===== src/rtl/tlc_pkg.sv =====
// Shared light codes, phase-state encoding and an index-width helper for the phase scheduler.
package tlc_pkg;

  localparam logic [1:0] LT_GREEN  = 2'd0;
  localparam logic [1:0] LT_YELLOW = 2'd1;
  localparam logic [1:0] LT_RED    = 2'd2;

  typedef enum logic [1:0] {
    ST_ALLRED = 2'd0,
    ST_GREEN  = 2'd1,
    ST_YELLOW = 2'd2
  } phase_state_e;

  // Width of a phase index; kept at least 1 bit so a single-phase build still has a port.
  function automatic int idx_w(input int n);
    return (n > 1) ? $clog2(n) : 1;
  endfunction

endpackage


===== src/rtl/tlc_phase_scheduler_if.sv =====
// Sensor/prescaler inputs and light-driver outputs of the phase scheduler.
// There is no valid/ready handshake on this bundle: tick, peak and demand are sampled on
// every clock edge, and grant is a one-cycle strobe that cannot be back-pressured.
interface tlc_phase_scheduler_if #(
  parameter int NUM_PH = 4
);
  import tlc_pkg::*;

  localparam int AW = idx_w(NUM_PH);

  logic                  tick;
  logic                  peak;
  logic [NUM_PH-1:0]     demand;
  logic [2*NUM_PH-1:0]   lights;
  logic [AW-1:0]         active_phase;
  logic [1:0]            phase_state;
  logic                  grant;

  modport master (
    output tick, peak, demand,
    input  lights, active_phase, phase_state, grant
  );

  modport slave (
    input  tick, peak, demand,
    output lights, active_phase, phase_state, grant
  );

endinterface


===== src/rtl/tlc_rr_pick.sv =====
// Combinational round-robin picker: first set request strictly after 'last', wrapping around,
// with 'last' itself considered only at the end of the sweep.
module tlc_rr_pick #(
  parameter int NUM_PH = 4,
  parameter int AW     = 2
) (
  input  logic [NUM_PH-1:0] req,
  input  logic [AW-1:0]     last,
  output logic              valid,
  output logic [AW-1:0]     idx
);

  // Sweep offsets 1..NUM_PH from last and keep the first hit.
  always_comb begin : search
    logic [AW-1:0] cand;
    valid = 1'b0;
    idx   = '0;
    cand  = '0;
    for (int k = 1; k <= NUM_PH; k++) begin
      cand = AW'((int'(last) + k) % NUM_PH);
      if (!valid && req[cand]) begin
        valid = 1'b1;
        idx   = cand;
      end
    end
  end

endmodule


===== src/rtl/tlc_phase_scheduler.sv =====
// Demand-driven intersection phase scheduler: GREEN -> YELLOW -> ALL_RED per grant, with
// round-robin selection among phases holding latched demand.
module tlc_phase_scheduler #(
  parameter int NUM_PH        = 4,
  parameter int GREEN_OFFPEAK = 16,
  parameter int GREEN_PEAK    = 32,
  parameter int YELLOW_T      = 4,
  parameter int ALLRED_T      = 2,
  parameter int TW            = 6
) (
  input  logic                  clk,
  input  logic                  reset,
  tlc_phase_scheduler_if.slave  bus
);
  import tlc_pkg::*;

  localparam int AW = idx_w(NUM_PH);

  phase_state_e          state_q, state_d;
  logic [TW-1:0]         timer_q, timer_d;
  logic [TW-1:0]         dur, green_dur;
  logic                  expired;
  logic                  peak_q, peak_d;
  logic [NUM_PH-1:0]     dq_q, dq_d;
  logic [NUM_PH-1:0]     others;
  logic [AW-1:0]         active_q, active_d;
  logic [2*NUM_PH-1:0]   lights_q, lights_d;
  logic                  grant_q, grant_d;
  logic                  pick_valid;
  logic [AW-1:0]         pick_idx;

  tlc_rr_pick #(.NUM_PH(NUM_PH), .AW(AW)) u_pick (
    .req   (dq_q),
    .last  (active_q),
    .valid (pick_valid),
    .idx   (pick_idx)
  );

  // Duration of the current state; the timer saturates at dur so an expired state stays
  // distinguishable from one still waiting for its last tick.
  always_comb begin
    green_dur = peak_q ? TW'(GREEN_PEAK) : TW'(GREEN_OFFPEAK);
    case (state_q)
      ST_GREEN:  dur = green_dur;
      ST_YELLOW: dur = TW'(YELLOW_T);
      default:   dur = TW'(ALLRED_T);
    endcase
    expired = (timer_q == dur) || (bus.tick && (timer_q == dur - 1'b1));
  end

  // Demand from phases other than the one currently granted.
  always_comb begin
    others = '0;
    for (int i = 0; i < NUM_PH; i++) begin
      others[i] = dq_q[i] && (AW'(i) != active_q);
    end
  end

  // Next state, timer, grant, peak latch, demand latches and registered light codes.
  always_comb begin
    state_d  = state_q;
    active_d = active_q;
    peak_d   = peak_q;
    grant_d  = 1'b0;
    timer_d  = (bus.tick && (timer_q != dur)) ? timer_q + 1'b1 : timer_q;
    case (state_q)
      ST_ALLRED: begin
        if (expired && pick_valid) begin
          state_d  = ST_GREEN;
          active_d = pick_idx;
          peak_d   = bus.peak;
          grant_d  = 1'b1;
        end
      end
      ST_GREEN:  if (expired && (|others)) state_d = ST_YELLOW;
      ST_YELLOW: if (expired) state_d = ST_ALLRED;
      default:   state_d = ST_ALLRED;
    endcase
    if (state_d != state_q) timer_d = '0;

    // A phase's own green masks its sensor; the grant edge clears and beats a new set.
    for (int i = 0; i < NUM_PH; i++) begin
      dq_d[i] = (dq_q[i] || (bus.demand[i] &&
                 !((state_q == ST_GREEN) && (active_q == AW'(i)))))
                && !(grant_d && (active_d == AW'(i)));
    end

    lights_d = {NUM_PH{LT_RED}};
    for (int i = 0; i < NUM_PH; i++) begin
      if (AW'(i) == active_d) begin
        if (state_d == ST_GREEN)       lights_d[2*i +: 2] = LT_GREEN;
        else if (state_d == ST_YELLOW) lights_d[2*i +: 2] = LT_YELLOW;
      end
    end
  end

  // State and output registers with synchronous reset.
  always_ff @(posedge clk) begin
    if (reset) begin
      state_q  <= ST_ALLRED;
      timer_q  <= '0;
      peak_q   <= 1'b0;
      dq_q     <= '0;
      active_q <= AW'(NUM_PH - 1);
      lights_q <= {NUM_PH{LT_RED}};
      grant_q  <= 1'b0;
    end else begin
      state_q  <= state_d;
      timer_q  <= timer_d;
      peak_q   <= peak_d;
      dq_q     <= dq_d;
      active_q <= active_d;
      lights_q <= lights_d;
      grant_q  <= grant_d;
    end
  end

  assign bus.lights       = lights_q;
  assign bus.active_phase = active_q;
  assign bus.phase_state  = state_q;
  assign bus.grant        = grant_q;

endmodule


===== src/flat_wrapper.sv =====
// flat-port wrapper written by rule: the top's interface ports become plain ports
module tlc_phase_scheduler_flat import tlc_pkg::*;
#(
  parameter int NUM_PH        = 4,
  parameter int GREEN_OFFPEAK = 16,
  parameter int GREEN_PEAK    = 32,
  parameter int YELLOW_T      = 4,
  parameter int ALLRED_T      = 2,
  parameter int TW            = 6
)
  (clk, reset, bus_tick, bus_peak, bus_demand, bus_lights, bus_active_phase, bus_phase_state, bus_grant);
  tlc_phase_scheduler_if #(.NUM_PH(NUM_PH)) bus_i ();
  input  logic clk;
  input  logic reset;
  input wire logic [$bits(bus_i.tick)-1:0] bus_tick;
  input wire logic [$bits(bus_i.peak)-1:0] bus_peak;
  input wire logic [$bits(bus_i.demand)-1:0] bus_demand;
  output wire logic [$bits(bus_i.lights)-1:0] bus_lights;
  output wire logic [$bits(bus_i.active_phase)-1:0] bus_active_phase;
  output wire logic [$bits(bus_i.phase_state)-1:0] bus_phase_state;
  output wire logic [$bits(bus_i.grant)-1:0] bus_grant;
  assign bus_i.tick = bus_tick;
  assign bus_i.peak = bus_peak;
  assign bus_i.demand = bus_demand;
  assign bus_lights = bus_i.lights;
  assign bus_active_phase = bus_i.active_phase;
  assign bus_phase_state = bus_i.phase_state;
  assign bus_grant = bus_i.grant;
  tlc_phase_scheduler #(.NUM_PH(NUM_PH), .GREEN_OFFPEAK(GREEN_OFFPEAK), .GREEN_PEAK(GREEN_PEAK), .YELLOW_T(YELLOW_T), .ALLRED_T(ALLRED_T), .TW(TW)) u_core (.clk(clk), .reset(reset), .bus(bus_i));
endmodule

===== config.mk =====
export PLATFORM = sky130hd
export DESIGN_NAME = tlc_phase_scheduler_flat
export DESIGN_NICKNAME = d
export VERILOG_FILES = /design/src/rtl/tlc_pkg.sv /design/src/rtl/tlc_phase_scheduler_if.sv /design/src/rtl/tlc_rr_pick.sv /design/src/rtl/tlc_phase_scheduler.sv /design/src/flat_wrapper.sv
export SDC_FILE = /design/constraint.sdc
export NUM_CORES = 1
export LEC_CHECK = 0
export CAP_MARGIN = 20
export CORE_AREA = 2 2 61 63
export CTS_BUF_LIST = sky130_fd_sc_hd__clkbuf_16
export DETAILED_ROUTE_END_ITERATION = 12
export DIE_AREA = 0 0 63 65
export GPL_TIMING_DRIVEN = 0
export PLACE_DENSITY = 0.72
export SLEW_MARGIN = 25
export SYNTH_ARGS = -nofsm -noshare
export SYNTH_HDL_FRONTEND = slang
export SYNTH_HIERARCHICAL = 1
export SYNTH_SLANG_ARGS = --single-unit

===== constraint.sdc =====
create_clock -name clk -period 3.55 [get_ports clk]
set_input_delay 0.8875 -clock clk [delete_from_list [all_inputs] [get_ports clk]]
set_output_delay 0.8875 -clock clk [all_outputs]
set_load 0.1 [all_outputs]

== Word-level counts from Yosys, hierarchy flattened ==
Cells that the tools add are included.

* Logic and storage cells: 126
* Flip-flop bits (word level): 24
* Output and inout bits: 13

* Bitwise gates (word level): 4
* Multiplexer cells: 28
* Reduce and logical (&&, ||, !) cells: 54
* $add $sub $neg: 6
* Order comparisons: 4
* Equal/unequal tests: 20

{| class="wikitable"
|+ Operators with widths
! operator !! number
|-
| $logic_and A1 B1 Y1 || 27
|-
| $mux W2 || 11
|-
| $eq A2 B2 Y1 const B || 6
|-
| $eq A6 B6 Y1 || 2
|-
| $lt A2 B3 Y1 const B || 4
|-
| $pmux W6 S2 || 1
|-
| $logic_not A1 Y1 || 11
|-
| $mux W1 || 10
|-
| $reduce_or A2 Y1 || 5
|-
| $bmux W1 S2 || 4
|-
| $eq A2 B1 Y1 const B || 4
|-
| $add A6 B1 Y6 const B || 1
|-
| $logic_not A2 Y1 || 3
|-
| $mux W6 || 1
|-
| $ne A6 B6 Y1 || 1
|-
| $pmux W2 S3 || 1
|-
| $sub A6 B1 Y6 const B || 1
|-
| $logic_or A1 B1 Y1 || 5
|-
| $add A2 B1 Y2 const B || 2
|-
| $add A2 B2 Y2 const B || 2
|-
| $eq A2 B2 Y1 const A || 2
|-
| $ne A2 B2 Y1 const A || 2
|-
| $not A1 Y1 || 4
|-
| $reduce_or A4 Y1 || 1
|-
| other kinds (5) || 5
|}

== Depth between registers and ports, before layout ==
Gate-level depths: netlist of the first run.

* Depth in word-level cells: 20
* Depth in mapped cells: 15

== Cells and area by module ==
The synthesis of the first run kept the hierarchy.

{| class="wikitable"
|+ By module, submodules not included
! module !! seq. area each (µm²) !! area each (µm²) !! cells an instance !! times used
|-
| tlc_phase_scheduler || 480.5 || 1,515.2 || 172 || 1
|-
| tlc_rr_pick || 0.0 || 91.3 || 14 || 1
|}

== Worst setup path after synthesis of the first run ==
OpenSTA, ideal clock, no wires.

* Kind: register to register
* From: register u_core.state_q[1], in the netlist u_core/bus.phase_state[1]
* To: register u_core.lights_q[5], in the netlist u_core/bus.lights[5]
* Cell stages (with the launch flop): 15
* Buffers on the path: 1
* Setup slack: -613 ps
* Arrival: 4,033 ps
* Period minus slack after synthesis: 4,163 ps
* Data required time: 3,420 ps
* Setup time: 130 ps
* Path through: dfxtp_1 > inv_1 > ha_1 > nand3b_2 > ha_1 > xor2_1 > and4_1 > nand4_2 > a21oi_4 > o31ai_1 > ha_1 > or2_2 > buf_1 > nor3b_1 > mux2i_1

* Word-level cells in the longest chain between the ends: 12
* Elaborated cells between the ends (all ways): 24
* Those cells by class: add/sub: 1; eq/ne: 7; mux: 9; bitwise: 1; reduce/logical: 6

{| class="wikitable"
|+ RTL lines
! what !! RTL line !! RTL
|-
| from (decl) || tlc_phase_scheduler.sv:19 || <nowiki>phase_state_e state_q, state_d;</nowiki>
|-
| from (signal assigned) || tlc_phase_scheduler.sv:108 || <nowiki>state_q <= state_d;</nowiki>
|-
| $eq A2 B2 Y1 or $eq A2 B1 Y1 (tied branches) || tlc_phase_scheduler.sv:43, tlc_phase_scheduler.sv:66 ||
|-
| $pmux W6 S2 || tlc_phase_scheduler.sv:43 || <nowiki>case (state_q)</nowiki>
|-
| $sub A6 B1 Y6 || tlc_phase_scheduler.sv:48 || <nowiki>expired = (timer_q == dur) || (bus.tick && (timer_q == dur - 1'b1));</nowiki>
|-
| $eq A6 B6 Y1 || tlc_phase_scheduler.sv:48 ||
|-
| $logic_and A1 B1 Y1 || tlc_phase_scheduler.sv:48 ||
|-
| $logic_or A1 B1 Y1 || tlc_phase_scheduler.sv:48 ||
|-
| $logic_and A1 B1 Y1 (on tied branches) || tlc_phase_scheduler.sv:75, tlc_phase_scheduler.sv:68 ||
|-
| $mux W2 (on tied branches) || tlc_phase_scheduler.sv:75, tlc_phase_scheduler.sv:68 ||
|-
| $pmux W2 S3 or $mux W2 (tied branches) || tlc_phase_scheduler.sv:66 || <nowiki>case (state_q)</nowiki>
|-
| $eq A2 B2 Y1 (on tied branches) || tlc_phase_scheduler.sv:92, tlc_phase_scheduler.sv:90 ||
|-
| $mux W2 or $not A1 Y1 (tied branches) || - ||
|-
| $mux W2 or $reduce_or A2 Y1 (tied branches) || - ||
|-
| to (signal assigned) || tlc_phase_scheduler.sv:105 || <nowiki>lights_q <= {NUM_PH{LT_RED}};</nowiki>
|-
| to (signal assigned) || tlc_phase_scheduler.sv:113 || <nowiki>lights_q <= lights_d;</nowiki>
|-
| to (decl) || tlc_phase_scheduler.sv:27 || <nowiki>logic [2*NUM_PH-1:0] lights_q, lights_d;</nowiki>
|}

Several ways; a longest one is shown, not always the timed one.
A chain may end at the register's enable or synchronous reset.

== Worst setup path after layout of the first run ==
* From: register u_core.state_q[1], in the netlist u_core/bus.phase_state[1]
* To: register u_core.lights_q[5], in the netlist u_core/bus.lights[5]

* Word-level cells in the longest chain between the ends: 12
* Elaborated cells between the ends (all ways): 24
* Those cells by class: add/sub: 1; eq/ne: 7; mux: 9; bitwise: 1; reduce/logical: 6

{| class="wikitable"
|+ RTL lines
! what !! RTL line !! RTL
|-
| $eq A2 B2 Y1 or $eq A2 B1 Y1 (tied branches) || tlc_phase_scheduler.sv:43, tlc_phase_scheduler.sv:66 ||
|-
| $pmux W6 S2 || tlc_phase_scheduler.sv:43 ||
|-
| $sub A6 B1 Y6 || tlc_phase_scheduler.sv:48 ||
|-
| $eq A6 B6 Y1 || tlc_phase_scheduler.sv:48 ||
|-
| $logic_and A1 B1 Y1 || tlc_phase_scheduler.sv:48 ||
|-
| $logic_or A1 B1 Y1 || tlc_phase_scheduler.sv:48 ||
|-
| $logic_and A1 B1 Y1 (on tied branches) || tlc_phase_scheduler.sv:75, tlc_phase_scheduler.sv:68 ||
|-
| $mux W2 (on tied branches) || tlc_phase_scheduler.sv:75, tlc_phase_scheduler.sv:68 ||
|-
| $pmux W2 S3 (*) || tlc_phase_scheduler.sv:66 ||
|-
| named net u_core.state_d[1] || tlc_phase_scheduler.sv:19 ||
|-
| $eq A2 B2 Y1 || tlc_phase_scheduler.sv:92 || <nowiki>else if (state_d == ST_YELLOW) lights_d[2*i +: 2] = LT_YELLOW;</nowiki>
|-
| $mux W2 || tlc_phase_scheduler.sv:92 ||
|-
| $mux W2 (*) || tlc_phase_scheduler.sv:91 || <nowiki>if (state_d == ST_GREEN) lights_d[2*i +: 2] = LT_GREEN;</nowiki>
|}

The timed path passes the listed nets; every way through them passes the cells marked *.

==> impl_metrics.csv, run 1 <==
group,metric,value,unit
floorplan,placement_rows,22,
pwr,share_comb_of_total_power,62.4,%
drt,number_of_vias_after_detailed_routing,1378,
global_route,first_global_vias,1291,
setup_path,crit_family,"simple AND/OR/NAND/NOR gates",
sta,timing_worst_slew_pin_value,0.985,ns
setup_path,cp_common_cell,"ha_1",
pwr,sequentialPowerShare,23.5,%
setup_path,crit_path_top_delay_cell,"dfxtp_4",
cells_and_area,nNetsFinal,227,
synth,mappedNetlistNets,202,
pwr,p_per_area,875,nW/um^2
cells_and_area,finalNonFillerCells,258,
setup_path,timing.critical_path.depth,13,
setup_path,timing.reg2reg.worst_path_depth,13,
drt,via_density_per_instance,5.34,
sta,final.setup.tns,0,ns
cells_and_area,diodes,0,
setup_path,cp.arrival,3.50,ns
clock_tree,cts-buffers-inserted,3,
min_path,hold_class,"flip-flop to flip-flop",
placed_design,placement.io_buffers,20,
sta,finalSetupViolCount,0,
sta,fmax,298,MHz
setup_path,cp.required,3.70,ns
clock_tree,cts_max_level,1,
cells_and_area,syn_to_final_growth,24.1,%
clock_tree,clk_pin_slew_worst_paths,0.06,ns
sta,fin_worst_skew,0.00453,ns
synth,synthesis.instances,186,
clock_tree,cts_root_buf,"clkbuf_16",
cells_and_area,mostFrequentLayoutCells,"22 x dfxtp_1, 20 x clkdlybuf4s50_1, 20 x nand2_1",
status,outcome,"complete, no violations",
setup_path,critPathMaxStageDelay,0.38,ns
setup_path,peak_fanout_along_the_critical_path,8,
global_route,grt_max_degree,14,
pwr,switchingPower,0.000862,W
global_route,grt_first_pass_wirelength,5650,um
min_path,hold_depth,2,
placed_design,placed_cells_incl_taps,254,
floorplan,core_ar,3500,um^2
setup_path,timing_worst_setup_path_type,"flip-flop to flip-flop",
cells_and_area,drive_gt1_share,11.4,%
synth,ys.warnings.count,6,
drt,first_pass_iters,5,
pwr,power_frac_clock,14.1,%
setup_path,worst_path_bufs_invs,1,
synth,synth.ff_latch_count,24,
pwr,leakage,0.737,nW
floorplan,pin_count,21,
global_route,antenna_found_initial,0,
clock_tree,cts.path.max_buffers,2,
sta,final_critical_path_setup_slack,0.199,ns
global_route,grtUsageTotal,17.5,%
setup_path,end_kind,"flip-flop",
sta,hold_slack,0.472,ns
sta,timing.max_slew.rel_slack,34.2,%
drt,detail_route.wirelength,3400,um
clock_tree,cts_tree,"yes",
run,max_cap_viol_count,0,
drt,routed_wire_length_per_instance,13.2,um
floorplan,die_span_y,65,um
drt,drt_iter0_drc,50,
sta,final_period_minus_worst_setup_slack,3.35,ns
floorplan,dieArea,4100,um^2
clock_tree,clock_latency,0.26,ns
pwr,fraction_of_power_spent_switching_nets,49.4,%
cells_and_area,mostFrequentLayoutCell,"dfxtp_1",
synth,synth_seq_area_share,29.9,%
drt,detail_route.drc_violations,0,
placed_design,globalplace.congestion,0.852,
clock_tree,tritoncts_sinks,24,
floorplan,chipWidth,63,um
pwr,power_report.internal_total,0.000883,W
setup_path,timing.critical_path.cells,"clkinvlp_4, ha_4, nand3b_2, ha_1, xor2_1, and4_1, nand4_4, o211a_1, a311oi_1, ha_1, or2_2, nor3b_1, mux2i_1",
placed_design,detailed_place_hpwl,2470,um
sta,timing.final.hold_violations,0,
synth,yosys.cell_types.count,47,
synth,ys_dominant_reg_cell,"dfxtp_1",
sta,timing.final.max_slew_violations,0,
floorplan,floorplan.initialDensity,46.0,%
pwr,max-vdd-ir-drop,0.639,mV
drt,final_antenna_net_count,0,
sta,min_period_over_period,94.4,%
synth,synth_area_per_cell,8.64,um^2
global_route,grt.overflow.total,0,
synth,synth_edf_count,0,
synth,mapped_cell_area,1610,um^2
synth,async_reset_ff_share,0,%
placed_design,post-place-ws,-0.0619,ns
setup_path,critPathLaunchType,"flip-flop",
## registers in the layout, summed over array words and instances (netlist names)
name,cells
u_core/bus.active_phase,2
u_core/bus.grant,1
u_core/bus.lights,8
u_core/bus.phase_state,2
u_core/dq_q,4
u_core/peak_q,1
u_core/timer_q,6
## metrics by stage
stage / instance area, um^2 / total power (W) / utilization (%)
2_1_floorplan: 1610 / 0.00126 / -
3_3_place_gp: 1870 / 0.00145 / 53.6
3_5_place_dp: 1870 / 0.00146 / 53.6
4_1_cts: 1960 / 0.00172 / 56.1
5_1_grt: 1990 / 0.00187 / 57.1
6_report: 1990 / 0.00174 / 57.1
## synth_stat cells, drive strengths merged, types with 3 or more instances
master | count | area (um^2)
a211oi | 5 | 37.5
a21oi | 11 | 70.1
a311oi | 4 | 35.0
a31oi | 3 | 18.8
buf | 7 | 46.3
dfxtp | 24 | 480
ha | 8 | 100
inv | 9 | 33.8
mux2i | 13 | 130
nand2 | 20 | 75.1
nand2b | 4 | 25.0
nand3 | 7 | 47.6
nand3b | 3 | 26.3
nor2 | 14 | 52.6
nor2b | 5 | 31.3
nor3 | 8 | 40.0
nor3b | 4 | 30.0
o21ai | 3 | 15.0
xnor2 | 6 | 60.1
xor2 | 5 | 43.8
## logic make-up (layout without fill, tap and decap cells)
| group | count (synthesis) | in the layout | synth area share, % |
|---|---|---|---|
| simple gates | 77 | 77 | 26.6 |
| compound gates | 34 | 34 | 15.7 |
| flops | 24 | 24 | 29.9 |
| buf+inv | 18 | 42 | 5.45 |
| mux | 13 | 13 | 8.10 |
| xor+xnor | 12 | 12 | 7.94 |
| fa+ha+maj | 8 | 8 | 6.23 |
## worst min-delay path, stage by stage (launching register included)
cell	delay (ns)
dfxtp_1	0.31
nand2_1	0.06
mux2i_1	0.05
## power by group through the flow
stage	clock network [W]	registers (W)	logic, W
final	0.000246	0.000409	0.00109
after global routing	0.000271	0.000418	0.00118
after CTS	0.000255	0.000406	0.00106
after detailed placement	0	0.000412	0.00105
after global placement	0	0.000412	0.00104
after floorplan	0	0.000650	0.000607
## final timing paths
kind | startpoint | to | slack [ns]
hold reg to reg | u_core/peak_q | u_core/peak_q | 0.47
hold / removal | u_core/peak_q | u_core/peak_q | 0.47
setup reg to reg | u_core/bus.phase_state[1] | u_core/bus.lights[5] | 0.20
setup / recovery | u_core/bus.phase_state[1] | u_core/bus.lights[5] | 0.20
## what timing repair did
action / 4_1_cts / 5_1_grt
pin swaps: 1 / 0
hold buffers: 0 / 0
gates resized for setup: 0 / 7
endpoints found under the setup margin: 3 / 8
setup buffers: 1 / 0
## metal layers
| layer | global-route usage, % | vias to the layer above | share of wire (%) |
|---|---|---|---|
| met4 | 6.94 | 0 | 2.1 |
| met5 | 0 | - | 0 |
| li1 | - | 711 | - |
| met3 | 3.30 | 7 | 2.5 |
| met2 | 31.1 | 18 | 50 |
| met1 | 20.8 | 642 | 45 |
## final cells by class
class                           instances  area, um^2
Inverter                                9        37.5
Fill cell                             340        1500
Tap cell                               48        60.1
Multi-Input combinational cell        144        1070
Sequential cell                        24         488
Clock inverter                          1        3.75
Clock buffer                            3        75.1
Buffer                                  8        50.0
Timing Repair Buffer                   21         208
Power figures use the tool's default switching activity.
==> inputs of run 2 (changes only) <==
Settings changed: ABC_CLOCK_PERIOD_IN_PS set to 3550, GPL_ROUTABILITY_DRIVEN set to 0, SLEW_MARGIN 25 to 20.
==> results of run 2 <==
Final layout, timing and power as in run 1 (identical DEF).
==> inputs of run 3 (changes only) <==
Settings changed: SETUP_SLACK_MARGIN set to 0.4.
==> run 3 against run 2 <==
Via count grew 10%. Critical path depth increased by 2. Clock skew barely moved. Count of clock-buffer cells in the layout unchanged. Maximum frequency is 9.5% higher. Hold slack better by 0.041 ns. Combinational power rose by 17%. Power is 11% higher. Clock power down 2%. Final cell count grew 4.3%. Largest power group unchanged. Highest routed layer unchanged.
==> impl_metrics.csv, run 3 (synthesis gave the netlist of run 1 again) <==
group,metric,value,unit
status,outcome,"complete, no violations",
floorplan,pin_count,21,
cells_and_area,mostFrequentLayoutCell,"dfxtp_1",
clock_tree,cts-buffers-inserted,3,
cells_and_area,mostFrequentLayoutCells,"22 x dfxtp_1, 20 x clkdlybuf4s50_1, 20 x nand2_1",
drt,number_of_vias_after_detailed_routing,1516,
pwr,p_per_area,894,nW/um^2
floorplan,placement_rows,22,
setup_path,critPathLaunchType,"flip-flop",
floorplan,core_ar,3500,um^2
global_route,antenna_found_initial,0,
cells_and_area,largest_register_ff_count,8,
global_route,grt_max_degree,14,
setup_path,end_kind,"flip-flop",
setup_path,timing.rr.start,"u_core/bus.phase_state[1]",
sta,timing.final.hold_violations,0,
global_route,gr-usage-met3,3.65,%
floorplan,chipWidth,63,um
run,max_cap_viol_count,0,
setup_path,cp.required,3.69,ns
clock_tree,cts_tree,"yes",
cells_and_area,drive_gt1_share,19.5,%
drt,detail_route.drc_violations,0,
clock_tree,cts_root_buf,"clkbuf_16",
setup_path,timing.critical_path.cells,"inv_6, ha_4, nand3b_4, ha_4, xor2_1, and4_1, nand4_4, buf_6, a21oi_4, o31ai_4, ha_1, or2_4, buf_6, nor3b_2, mux2i_1",
setup_path,cp.arrival,3.20,ns
clock_tree,cts_max_level,1,
sta,grt_setup_unrepaired,"yes",
global_route,grt_first_pass_wirelength,6740,um
floorplan,dieArea,4100,um^2
floorplan,die_span_y,65,um
global_route,gr-usage-met1,25.2,%
drt,detail_route.wirelength,4180,um
clock_tree,cts.hold.buffers_added,0,
placed_design,detailed_place_hpwl,2840,um
sta,timing_worst_slew_pin_value,0.969,ns
setup_path,timing_worst_setup_path_type,"flip-flop to flip-flop",
global_route,first_global_vias,1497,
cells_and_area,finalNonFillerCells,269,
placed_design,placed_cells_incl_taps,254,
clock_tree,tritoncts_sinks,24,
sta,min_period_over_period,86.2,%
drt,routed_wire_length_per_instance,15.5,um
setup_path,critPathMaxStageDelay,0.38,ns
clock_tree,clock_latency,0.26,ns
floorplan,floorplan.initialDensity,46.0,%
clock_tree,cts.path.max_buffers,2,
placed_design,placement.io_buffers,20,
min_path,hold_class,"flip-flop to flip-flop",
global_route,grtUsageTotal,20.5,%
sta,timing.final.max_slew_violations,0,
drt,drt_iter0_drc,163,
setup_path,worstSetupStartpoint,"u_core/bus.phase_state[1]",
pwr,max-vdd-ir-drop,0.638,mV
cells_and_area,diodes,0,
sta,timing.max_slew.rel_slack,35.2,%
sta,fin_worst_skew,0.00412,ns
clock_tree,clk_pin_slew_worst_paths,0.06,ns
pwr,leakage,0.841,nW
sta,finalSetupViolCount,0,
sta,fmax,327,MHz
cells_and_area,nNetsFinal,238,
sta,final.setup.tns,0,ns
global_route,gr-max-usage-layer,"met2",
drt,first_pass_iters,4,
drt,via_density_per_instance,5.64,
global_route,globalRouteMet2Util,36.6,%
sta,final_period_minus_worst_setup_slack,3.06,ns
cells_and_area,syn_to_final_growth,34.6,%
global_route,grt.overflow.total,0,
setup_path,peak_fanout_along_the_critical_path,8,
min_path,worst_hold_startpoint,"u_core/peak_q",
setup_path,crit_path_top_delay_cell,"dfxtp_4",
drt,final_antenna_net_count,0,
[run 3: layout make-up]
class	instances	area, um^2
plain buffers	9	66.3
fillers	314	1330
inverters	9	41.3
clock inverters	1	3.75
multi-input cells	144	1140
clock buffers	3	75.1
repair buffers	31	287
flip-flops and latches	24	488
well taps	48	60.1
[run 3: repair_timing]
item                                    in CTS  in global routing
pin swaps                                    2                 10
setup buffers                                3                  8
endpoints found under the setup margin       4                  8
resized for setup                            0                  7
[run 3: worst paths after layout]
kind	end	slack (ns)	cells after the start
worst min-delay path	u_core/peak_q	0.51	2
worst max-delay path	u_core/bus.lights[5]	0.49	15
worst max register to register	u_core/bus.lights[5]	0.49	15
worst min register to register	u_core/peak_q	0.51	2
[run 3: power by group]
group	internal (W)	total, W	switching [W]
clock network	0.000150	0.000242	0.0000919
registers	0.000332	0.000415	0.0000824
logic	0.000505	0.00128	0.000771
total	0.000988	0.00193	0.000945
[run 3: per-layer routing]
metal  wire, um  vias to the layer above
li1           -                      739
met1       1790                      717
met2       2120                       53
met3        211                        7
met4         56                        0
met5          0                        -
[run 3: critical path: cells and delay by family (launching register included)]
family	cells	cell delay [ns]
and+or+nand+nor	5	0.90
adders and majority gates	3	0.85
DFF	1	0.38
buffers and inverters	3	0.36
AOI/OAI and AO/OA	2	0.24
xor gates and xnor gates	1	0.14
muxes	1	0.09
[run 3: metrics by stage]
step                total power, W  area, um^2  worst slack (ns)  hold WS (ns)  utilization [%]
finish                     0.00193        2160             0.490         0.513             61.8
global route               0.00204        2160             0.352         0.546             61.8
CTS                        0.00184        2070             0.412         0.518             59.2
detailed placement         0.00157        1970             0.258         0.510             56.3
global placement           0.00154        1970             0.350         0.495             56.3
floorplan                  0.00134        1710             0.391         0.448                -
